`src/rtl/aes_gf_pkg.sv`:
```
// GF(2^8) helpers, shared types and FSM encoding for the AES MixColumns engine.
// All constant multipliers are built from xtime chains; no lookup tables.
package aes_gf_pkg;

  typedef logic [127:0] state_t;
  typedef logic [31:0]  col_t;

  localparam logic [7:0] AES_POLY = 8'h1B;

  typedef enum logic [1:0] {
    ST_IDLE,
    ST_BUSY,
    ST_DONE
  } mc_state_e;

  function automatic logic [7:0] xtime(input logic [7:0] b);
    return {b[6:0], 1'b0} ^ (b[7] ? AES_POLY : 8'h00);
  endfunction

  function automatic logic [7:0] gf_mul2(input logic [7:0] b);
    return xtime(b);
  endfunction

  function automatic logic [7:0] gf_mul3(input logic [7:0] b);
    return xtime(b) ^ b;
  endfunction

  // The inverse coefficients all decompose into x8/x4/x2/x1 terms of one chain.
  function automatic logic [7:0] gf_mul9(input logic [7:0] b);
    return xtime(xtime(xtime(b))) ^ b;
  endfunction

  function automatic logic [7:0] gf_mul11(input logic [7:0] b);
    return xtime(xtime(xtime(b))) ^ xtime(b) ^ b;
  endfunction

  function automatic logic [7:0] gf_mul13(input logic [7:0] b);
    return xtime(xtime(xtime(b))) ^ xtime(xtime(b)) ^ b;
  endfunction

  function automatic logic [7:0] gf_mul14(input logic [7:0] b);
    return xtime(xtime(xtime(b))) ^ xtime(xtime(b)) ^ xtime(b);
  endfunction

endpackage

```
`src/rtl/aes_mixcol_engine_if.sv`:
```
// Block handshake between a state producer/consumer (master) and the engine (slave).
// in_bypass exists only when AES_MIXCOL_BYPASS_EN is defined.
interface aes_mixcol_engine_if;
  import aes_gf_pkg::*;

  logic   in_valid;
  logic   in_ready;
  state_t in_state;
  logic   in_inv;
`ifdef AES_MIXCOL_BYPASS_EN
  logic   in_bypass;
`endif
  logic   out_valid;
  logic   out_ready;
  state_t out_state;

  modport master (
`ifdef AES_MIXCOL_BYPASS_EN
    output in_bypass,
`endif
    output in_valid, in_state, in_inv, out_ready,
    input  in_ready, out_valid, out_state
  );

  modport slave (
`ifdef AES_MIXCOL_BYPASS_EN
    input  in_bypass,
`endif
    input  in_valid, in_state, in_inv, out_ready,
    output in_ready, out_valid, out_state
  );

endinterface

```
`src/rtl/aes_mixcol_column.sv`:
```
// Combinational MixColumns / InvMixColumns of one 32-bit column (row 0 in the MSB byte).
module aes_mixcol_column
  import aes_gf_pkg::*;
(
  input  col_t col_i,
  input  logic inv_i,
  output col_t col_o
);

  logic [7:0] a [4];

  // NOTE: every variable written in always_comb gets a value on every path first, or a latch is inferred.
  always_comb begin
    for (int r = 0; r < 4; r++) a[r] = col_i[31-8*r -: 8];
    col_o = '0;
    for (int r = 0; r < 4; r++) begin
      if (inv_i) begin
        col_o[31-8*r -: 8] = gf_mul14(a[2'(r)])   ^ gf_mul11(a[2'(r+1)]) ^
                             gf_mul13(a[2'(r+2)]) ^ gf_mul9(a[2'(r+3)]);
      end else begin
        col_o[31-8*r -: 8] = gf_mul2(a[2'(r)]) ^ gf_mul3(a[2'(r+1)]) ^
                             a[2'(r+2)]        ^ a[2'(r+3)];
      end
    end
  end

endmodule

```
`src/rtl/aes_mixcol_engine.sv`:
```
// Handshaked AES MixColumns/InvMixColumns engine, COLS_PER_CYCLE columns per cycle.
// Optional feature macro: AES_MIXCOL_BYPASS_EN (adds in_bypass, copies columns unmixed).
module aes_mixcol_engine
  import aes_gf_pkg::*;
#(
  parameter int COLS_PER_CYCLE = 4
) (
  input logic               clk,
  input logic               rst,
  aes_mixcol_engine_if.slave bus
);

  if (!(COLS_PER_CYCLE == 1 || COLS_PER_CYCLE == 2 || COLS_PER_CYCLE == 4)) begin : g_bad_cols
    $error("aes_mixcol_engine: COLS_PER_CYCLE must be 1, 2 or 4");
  end

  localparam logic [1:0] CNT_STEP = 2'(COLS_PER_CYCLE);

  mc_state_e  state_q,   state_d;
  logic [1:0] col_cnt_q, col_cnt_d;
  state_t     work_q,    work_d;
  logic       inv_q,     inv_d;
  logic       bypass_sel;

`ifdef AES_MIXCOL_BYPASS_EN
  logic bypass_q, bypass_d;
  assign bypass_sel = bypass_q;
`else
  assign bypass_sel = 1'b0;
`endif

  logic [1:0] col_idx [COLS_PER_CYCLE];
  col_t       col_in  [COLS_PER_CYCLE];
  col_t       col_out [COLS_PER_CYCLE];

  for (genvar k = 0; k < COLS_PER_CYCLE; k++) begin : g_col
    assign col_idx[k] = col_cnt_q + 2'(k);
    assign col_in[k]  = work_q[127-32*int'(col_idx[k]) -: 32];

    aes_mixcol_column u_col (
      .col_i (col_in[k]),
      .inv_i (inv_q),
      .col_o (col_out[k])
    );
  end

  always_comb begin
    state_d   = state_q;
    col_cnt_d = col_cnt_q;
    work_d    = work_q;
    inv_d     = inv_q;
`ifdef AES_MIXCOL_BYPASS_EN
    bypass_d  = bypass_q;
`endif
    unique case (state_q)
      ST_IDLE: begin
        if (bus.in_valid) begin
          work_d    = bus.in_state;
          inv_d     = bus.in_inv;
`ifdef AES_MIXCOL_BYPASS_EN
          bypass_d  = bus.in_bypass;
`endif
          col_cnt_d = '0;
          state_d   = ST_BUSY;
        end
      end
      ST_BUSY: begin
        for (int k = 0; k < COLS_PER_CYCLE; k++) begin
          work_d[127-32*int'(col_idx[k]) -: 32] = bypass_sel ? col_in[k] : col_out[k];
        end
        col_cnt_d = col_cnt_q + CNT_STEP;
        if (col_idx[COLS_PER_CYCLE-1] == 2'd3) state_d = ST_DONE;
      end
      ST_DONE: begin
        if (bus.out_ready) state_d = ST_IDLE;
      end
      default: state_d = ST_IDLE;
    endcase
  end

  // NOTE: sequential state uses non-blocking assignments so every flop samples pre-edge values.
  always_ff @(posedge clk) begin
    if (rst) begin
      state_q   <= ST_IDLE;
      col_cnt_q <= '0;
      // NOTE: the working register doubles as out_state, so it is reset to give a defined zero output.
      work_q    <= '0;
      inv_q     <= 1'b0;
`ifdef AES_MIXCOL_BYPASS_EN
      bypass_q  <= 1'b0;
`endif
    end else begin
      state_q   <= state_d;
      col_cnt_q <= col_cnt_d;
      work_q    <= work_d;
      inv_q     <= inv_d;
`ifdef AES_MIXCOL_BYPASS_EN
      bypass_q  <= bypass_d;
`endif
    end
  end

  assign bus.in_ready  = (state_q == ST_IDLE);
  assign bus.out_valid = (state_q == ST_DONE);
  assign bus.out_state = work_q;

endmodule

```
`src/flat_wrapper.sv`:
```
// flat-port wrapper written by rule: the top's interface ports become plain ports
module aes_mixcol_engine_flat import aes_gf_pkg::*;
#(
  parameter int COLS_PER_CYCLE = 4
)
  (clk, rst, bus_in_valid, bus_in_state, bus_in_inv, bus_out_ready, bus_in_ready, bus_out_valid, bus_out_state);
  aes_mixcol_engine_if bus_i ();
  input logic clk;
  input logic rst;
  input wire logic [$bits(bus_i.in_valid)-1:0] bus_in_valid;
  input wire logic [$bits(bus_i.in_state)-1:0] bus_in_state;
  input wire logic [$bits(bus_i.in_inv)-1:0] bus_in_inv;
  input wire logic [$bits(bus_i.out_ready)-1:0] bus_out_ready;
  output wire logic [$bits(bus_i.in_ready)-1:0] bus_in_ready;
  output wire logic [$bits(bus_i.out_valid)-1:0] bus_out_valid;
  output wire logic [$bits(bus_i.out_state)-1:0] bus_out_state;
  assign bus_i.in_valid = bus_in_valid;
  assign bus_i.in_state = bus_in_state;
  assign bus_i.in_inv = bus_in_inv;
  assign bus_i.out_ready = bus_out_ready;
  assign bus_in_ready = bus_i.in_ready;
  assign bus_out_valid = bus_i.out_valid;
  assign bus_out_state = bus_i.out_state;
  aes_mixcol_engine #(.COLS_PER_CYCLE(COLS_PER_CYCLE)) u_core (.clk(clk), .rst(rst), .bus(bus_i));
endmodule
```
`config.mk`:
```
export PLATFORM = sky130hd
export DESIGN_NAME = aes_mixcol_engine_flat
export DESIGN_NICKNAME = d
export VERILOG_FILES = /design/src/rtl/aes_gf_pkg.sv /design/src/rtl/aes_mixcol_engine_if.sv /design/src/rtl/aes_mixcol_column.sv /design/src/rtl/aes_mixcol_engine.sv /design/src/flat_wrapper.sv
export SDC_FILE = /design/constraint.sdc
export NUM_CORES = 1
export LEC_CHECK = 0
export ABC_CLOCK_PERIOD_IN_PS = 2300
export CORE_AREA = 2 2 157 159
export DETAILED_ROUTE_END_ITERATION = 8
export DIE_AREA = 0 0 159 161
export SKIP_CTS_REPAIR_TIMING = 1
export SLEW_MARGIN = 25
export SYNTH_ARGS = -nofsm -noshare
export SYNTH_HDL_FRONTEND = slang
export SYNTH_SLANG_ARGS = --single-unit
export TNS_END_PERCENT = 20
```
`constraint.sdc`:
```
create_clock -name clk -period 2.3 [get_ports clk]
set_input_delay 0.46 -clock clk [delete_from_list [all_inputs] [get_ports clk]]
set_output_delay 0.46 -clock clk [all_outputs]
set_load 0.005 [all_outputs]
```
After elaboration in Yosys (flattened, before gate mapping)
Index checks and enable logic that the tools add are counted.
- reduce and logical (&&, ||, !) cells: 4
- muxes and demuxes: 5
- equal/unequal tests: 4
- operators with widths (operator ; count):
    2-to-1 mux 128 bit ; 2
    one-hot mux 2 bit (3 select lines) ; 1
    2-to-1 mux 2 bit ; 2
    inequality test 2 bit (second input constant) ; 2
    AND reduction 2 bit ; 2
    equality test 2 x 1 -> 1 bit (second input constant) ; 1
    equality test 2 bit (second input constant) ; 1
    zero test 2 bit ; 1
    nonzero test 2 bit ; 1
- input port bits: 133
- logic and storage cells: 15
- output and inout port bits: 130
- flip-flop bits (word level): 130

Depth between registers and ports, before layout
- depth in word-level cells: 3
- depth in mapped cells: 4
- depth with buffers taken out: 2

Hierarchy
Synthesis repeated with hierarchy kept, for this count alone.
- cell total of the unflattened synthesis: 731
- area, all modules: 8106.5 um^2
- by module, submodules not included (module ; area an instance (um^2) ; times used ; seq. area each (um^2) ; cells each):
    aes_mixcol_engine ; 7130.6 ; 1 ; 2622.5 ; 599
    aes_mixcol_column ; 244.0 ; 4 ; 0.0 ; 33

Worst setup path before layout
No wires, ideal clock.
- path kind: in2reg
- start point: in bus_in_valid
- end point: reg u_core.work_q[0], in the netlist u_core.bus.out_state[0]
- library setup time: 0.118 ns
- arrival time: 1.060 ns
- data required time: 2.182 ns
- stages: 4
- path buffers: 2
- slack: 1.122 ns
- cells stage by stage: o21ba_4 buf_12 buf_12 mux2i_1
- cells in the longest elaborated chain, start to end: 2
- RTL lines (what ; line ; RTL):
    start: declaration ; flat_wrapper.sv:10 ; input wire logic [$bits(bus_i.in_valid)-1:0] bus_in_valid;
    inequality test 2 bit (no line) ; - ;
    AND reduction 2 bit (no line) ; - ;
    end signal: assignment ; aes_mixcol_engine.sv:95 ; work_q <= work_d;
    end: declaration ; aes_mixcol_engine.sv:21 ; state_t work_q, work_d;
Every way passes these cells.
A chain may end at the register's enable or synchronous reset.

Worst setup path after layout
- start point: reg u_core.state_q[0]
- end point: out bus_out_valid
- cells in the longest elaborated chain, start to end: 1
- RTL lines (what ; line ; RTL):
    start: declaration ; aes_mixcol_engine.sv:19 ; mc_state_e state_q, state_d;
    start signal: assignment ; aes_mixcol_engine.sv:93 ; state_q <= state_d;
    equality test 2 bit ; aes_mixcol_engine.sv:104 ; assign bus.out_valid = (state_q == ST_DONE);
    end: declaration ; flat_wrapper.sv:15 ; output wire logic [$bits(bus_i.out_valid)-1:0] bus_out_valid;
Every way passes these cells.

==> impl_metrics.env <==
export IMPL_status="finished, final reports clean"
export IMPL_grt_ovfl_total=0
export IMPL_gp_congestion=0.733
export IMPL_drt_wirelength_per_cell_um=13.5
export IMPL_core_area_mm2=0.0240
export IMPL_die_w_um=159
export IMPL_setup_viol=0
export IMPL_crit_required_ps=1840
export IMPL_avgSynthCellArea_um2=10.5
export IMPL_h_tree_depth=4
export IMPL_rrSetupSlack_ps=900
export IMPL_grt_max_degree=134
export IMPL_clk_path_buf_depth=2
export IMPL_ys_seq_area_share_pct=44.1
export IMPL_num_vias=4481
export IMPL_first_global_vias=4628
export IMPL_start_util_pct=24.6
export IMPL_clock_fmax_mhz=521
export IMPL_pwr_density_cell_mw_per_mm2=685
export IMPL_path_class="reg2out"
export IMPL_reg2reg_depth=3
export IMPL_clockRootBuffer="clkbuf_16"
export IMPL_dieHeight_um=161
export IMPL_drt_pass1_iter_count=4
export IMPL_finClkSkew_ps=12.2
export IMPL_hold_class="reg2reg"
export IMPL_syn_num_nets=696
export IMPL_synth_seq_cells=130
export IMPL_syn2layout_area_growth_pct=56.7
export IMPL_port_buffers=261
export IMPL_hold_viol=0
export IMPL_cts_tree="built"
export IMPL_via_per_inst=3.91
export IMPL_num_io_pins=263
export IMPL_clk_latency_ps=420
export IMPL_grt_pass1_wl_um=25000
export IMPL_slew_limit_headroom_pct=66.5
export IMPL_antenna_found_initial=1
export IMPL_antenna_left=0
export IMPL_end_kind="output pin"
export IMPL_worstReg2RegStart="u_core.state_q[1]$_SDFFE_PP0P_"
export IMPL_dp_hpwl_um=10700
export IMPL_p_leak_nw=3.70
export IMPL_netlist_instances=563
export IMPL_cts_sinks=130
export IMPL_nets=944
export IMPL_drt_iter0_markers=158
export IMPL_worst_slew_pin_slew_ps=503
export IMPL_die_area_mm2=0.0256
export IMPL_rows=57
export IMPL_peakVddDrop_mv=0.333
export IMPL_cp_endpoint="bus_out_valid"
export IMPL_rsz0062_at_grt="no"
export IMPL_maxCapViolCount=0
export IMPL_mostFrequentLayoutCells="260 x clkdlybuf4s50_1, 256 x nand2b_1, 130 x dfxtp_1, 128 x mux2i_1, 17 x clkbuf_16"
export IMPL_drive_gt1_share_pct=5.12
export IMPL_critPathLaunchType="register"
export IMPL_fin_crit_sh_pct=83.4
export IMPL_routed_wl_um=15500
export IMPL_crit_start="u_core.state_q[0]$_SDFFE_PP0P_"
export IMPL_cp_arrival_ps=1460
export IMPL_setup_tns_ps=0
export IMPL_synthesis_area_mm2=0.00590
export IMPL_path_clk_slew_ps=60
export IMPL_grtUsageTotal_pct=12.3
export IMPL_final_common_cell="clkdlybuf4s50_1"
export IMPL_finalCriticalPeriod_ps=1920
export IMPL_cp_max_fo=6
export IMPL_whs_ps=468
export IMPL_yosysWarnings=0
export IMPL_yosysUniqueCellTypes=14
export IMPL_reg2reg_to="u_core.bus.out_state[50]$_SDFFE_PP0P_"
export IMPL_cts_buffers_inserted=17
export IMPL_drcViolationCount=0
export IMPL_drv_slew=0
export IMPL_diodes=0
export IMPL_hold_depth=2
[state kept, by name, summed over array words and instances, names as in the netlist]
signal                count
u_core.state_q            2
u_core.bus.out_state    128
[cells in the mapped netlist (all sizes together)]
cell	n	area, µm²
or2b	1	7.51
mux2i	128	1280
dfxtp	130	2600
or3b	1	8.76
nand2b	256	1600
buf	16	264
a21oi	1	5.00
and2b	1	7.51
o21ba	1	16.3
nor4b	1	8.76
nor2	1	3.75
clkbuf	26	97.6
[worst min-delay path by stage]
stage / from / slack (ps) / to
finish: u_core.bus.out_state[46]$_SDFFE_PP0P_ / 470 / u_core.bus.out_state[46]$_SDFFE_PP0P_
global route: u_core.bus.out_state[46]$_SDFFE_PP0P_ / 480 / u_core.bus.out_state[46]$_SDFFE_PP0P_
CTS: u_core.bus.out_state[2]$_SDFFE_PP0P_ / 470 / u_core.bus.out_state[2]$_SDFFE_PP0P_
detailed placement: u_core.bus.out_state[27]$_SDFFE_PP0P_ / 460 / u_core.bus.out_state[27]$_SDFFE_PP0P_
global placement: u_core.bus.out_state[113]$_SDFFE_PP0P_ / 460 / u_core.bus.out_state[113]$_SDFFE_PP0P_
floorplan: u_core.bus.out_state[100]$_SDFFE_PP0P_ / 460 / u_core.bus.out_state[100]$_SDFFE_PP0P_
[report_power, final]
part | total (mW) | internal (mW) | switching, mW
Sequential | 2.53 | 2.44 | 0.0963
Clock | 2.63 | 1.59 | 1.03
Combinational | 1.17 | 0.775 | 0.399
[per-stage QoR]
step / utilization [%] / setup WS, ps / area (µm²) / power, mW / cells
after floorplan: - / 1120 / 5900 / 3.13 / 563
after global placement: 36.3 / 409 / 8700 / 3.76 / 1116
after detailed placement: 36.3 / 413 / 8700 / 3.77 / 1116
after CTS: 38.6 / 341 / 9250 / 6.47 / 1145
after global routing: 38.6 / 289 / 9250 / 6.66 / 1145
final: 38.6 / 381 / 9250 / 6.33 / 1145
[layer usage]
layer  track usage, %  wire length [µm]
met2             19.1              6820
met5                0                13
met1             14.5              6820
met3             6.91              1640
met4             4.17               217
[kinds of logic after synthesis]
family / count (synthesis) / share of synthesized area [%]
compound gates: 2 / 0.360
simple gates: 261 / 27.7
buf+inv: 42 / 6.12
flops: 130 / 44.1
mux: 128 / 21.7
[layout make-up]
type	count	area, µm²
clock buffer	18	439
clock inverter	11	116
fill	2411	14700
multi-input combinational	391	2940
sequential	130	2600
tap	324	405
timing repair buffer	271	2750
[worst max-delay path: stages, from the launching register on]
cell and delay (ps):
dfxtp_1 410, and2b_1 200, clkdlybuf4s50_1 440
No activity file was read; power rests on OpenSTA's default activity.
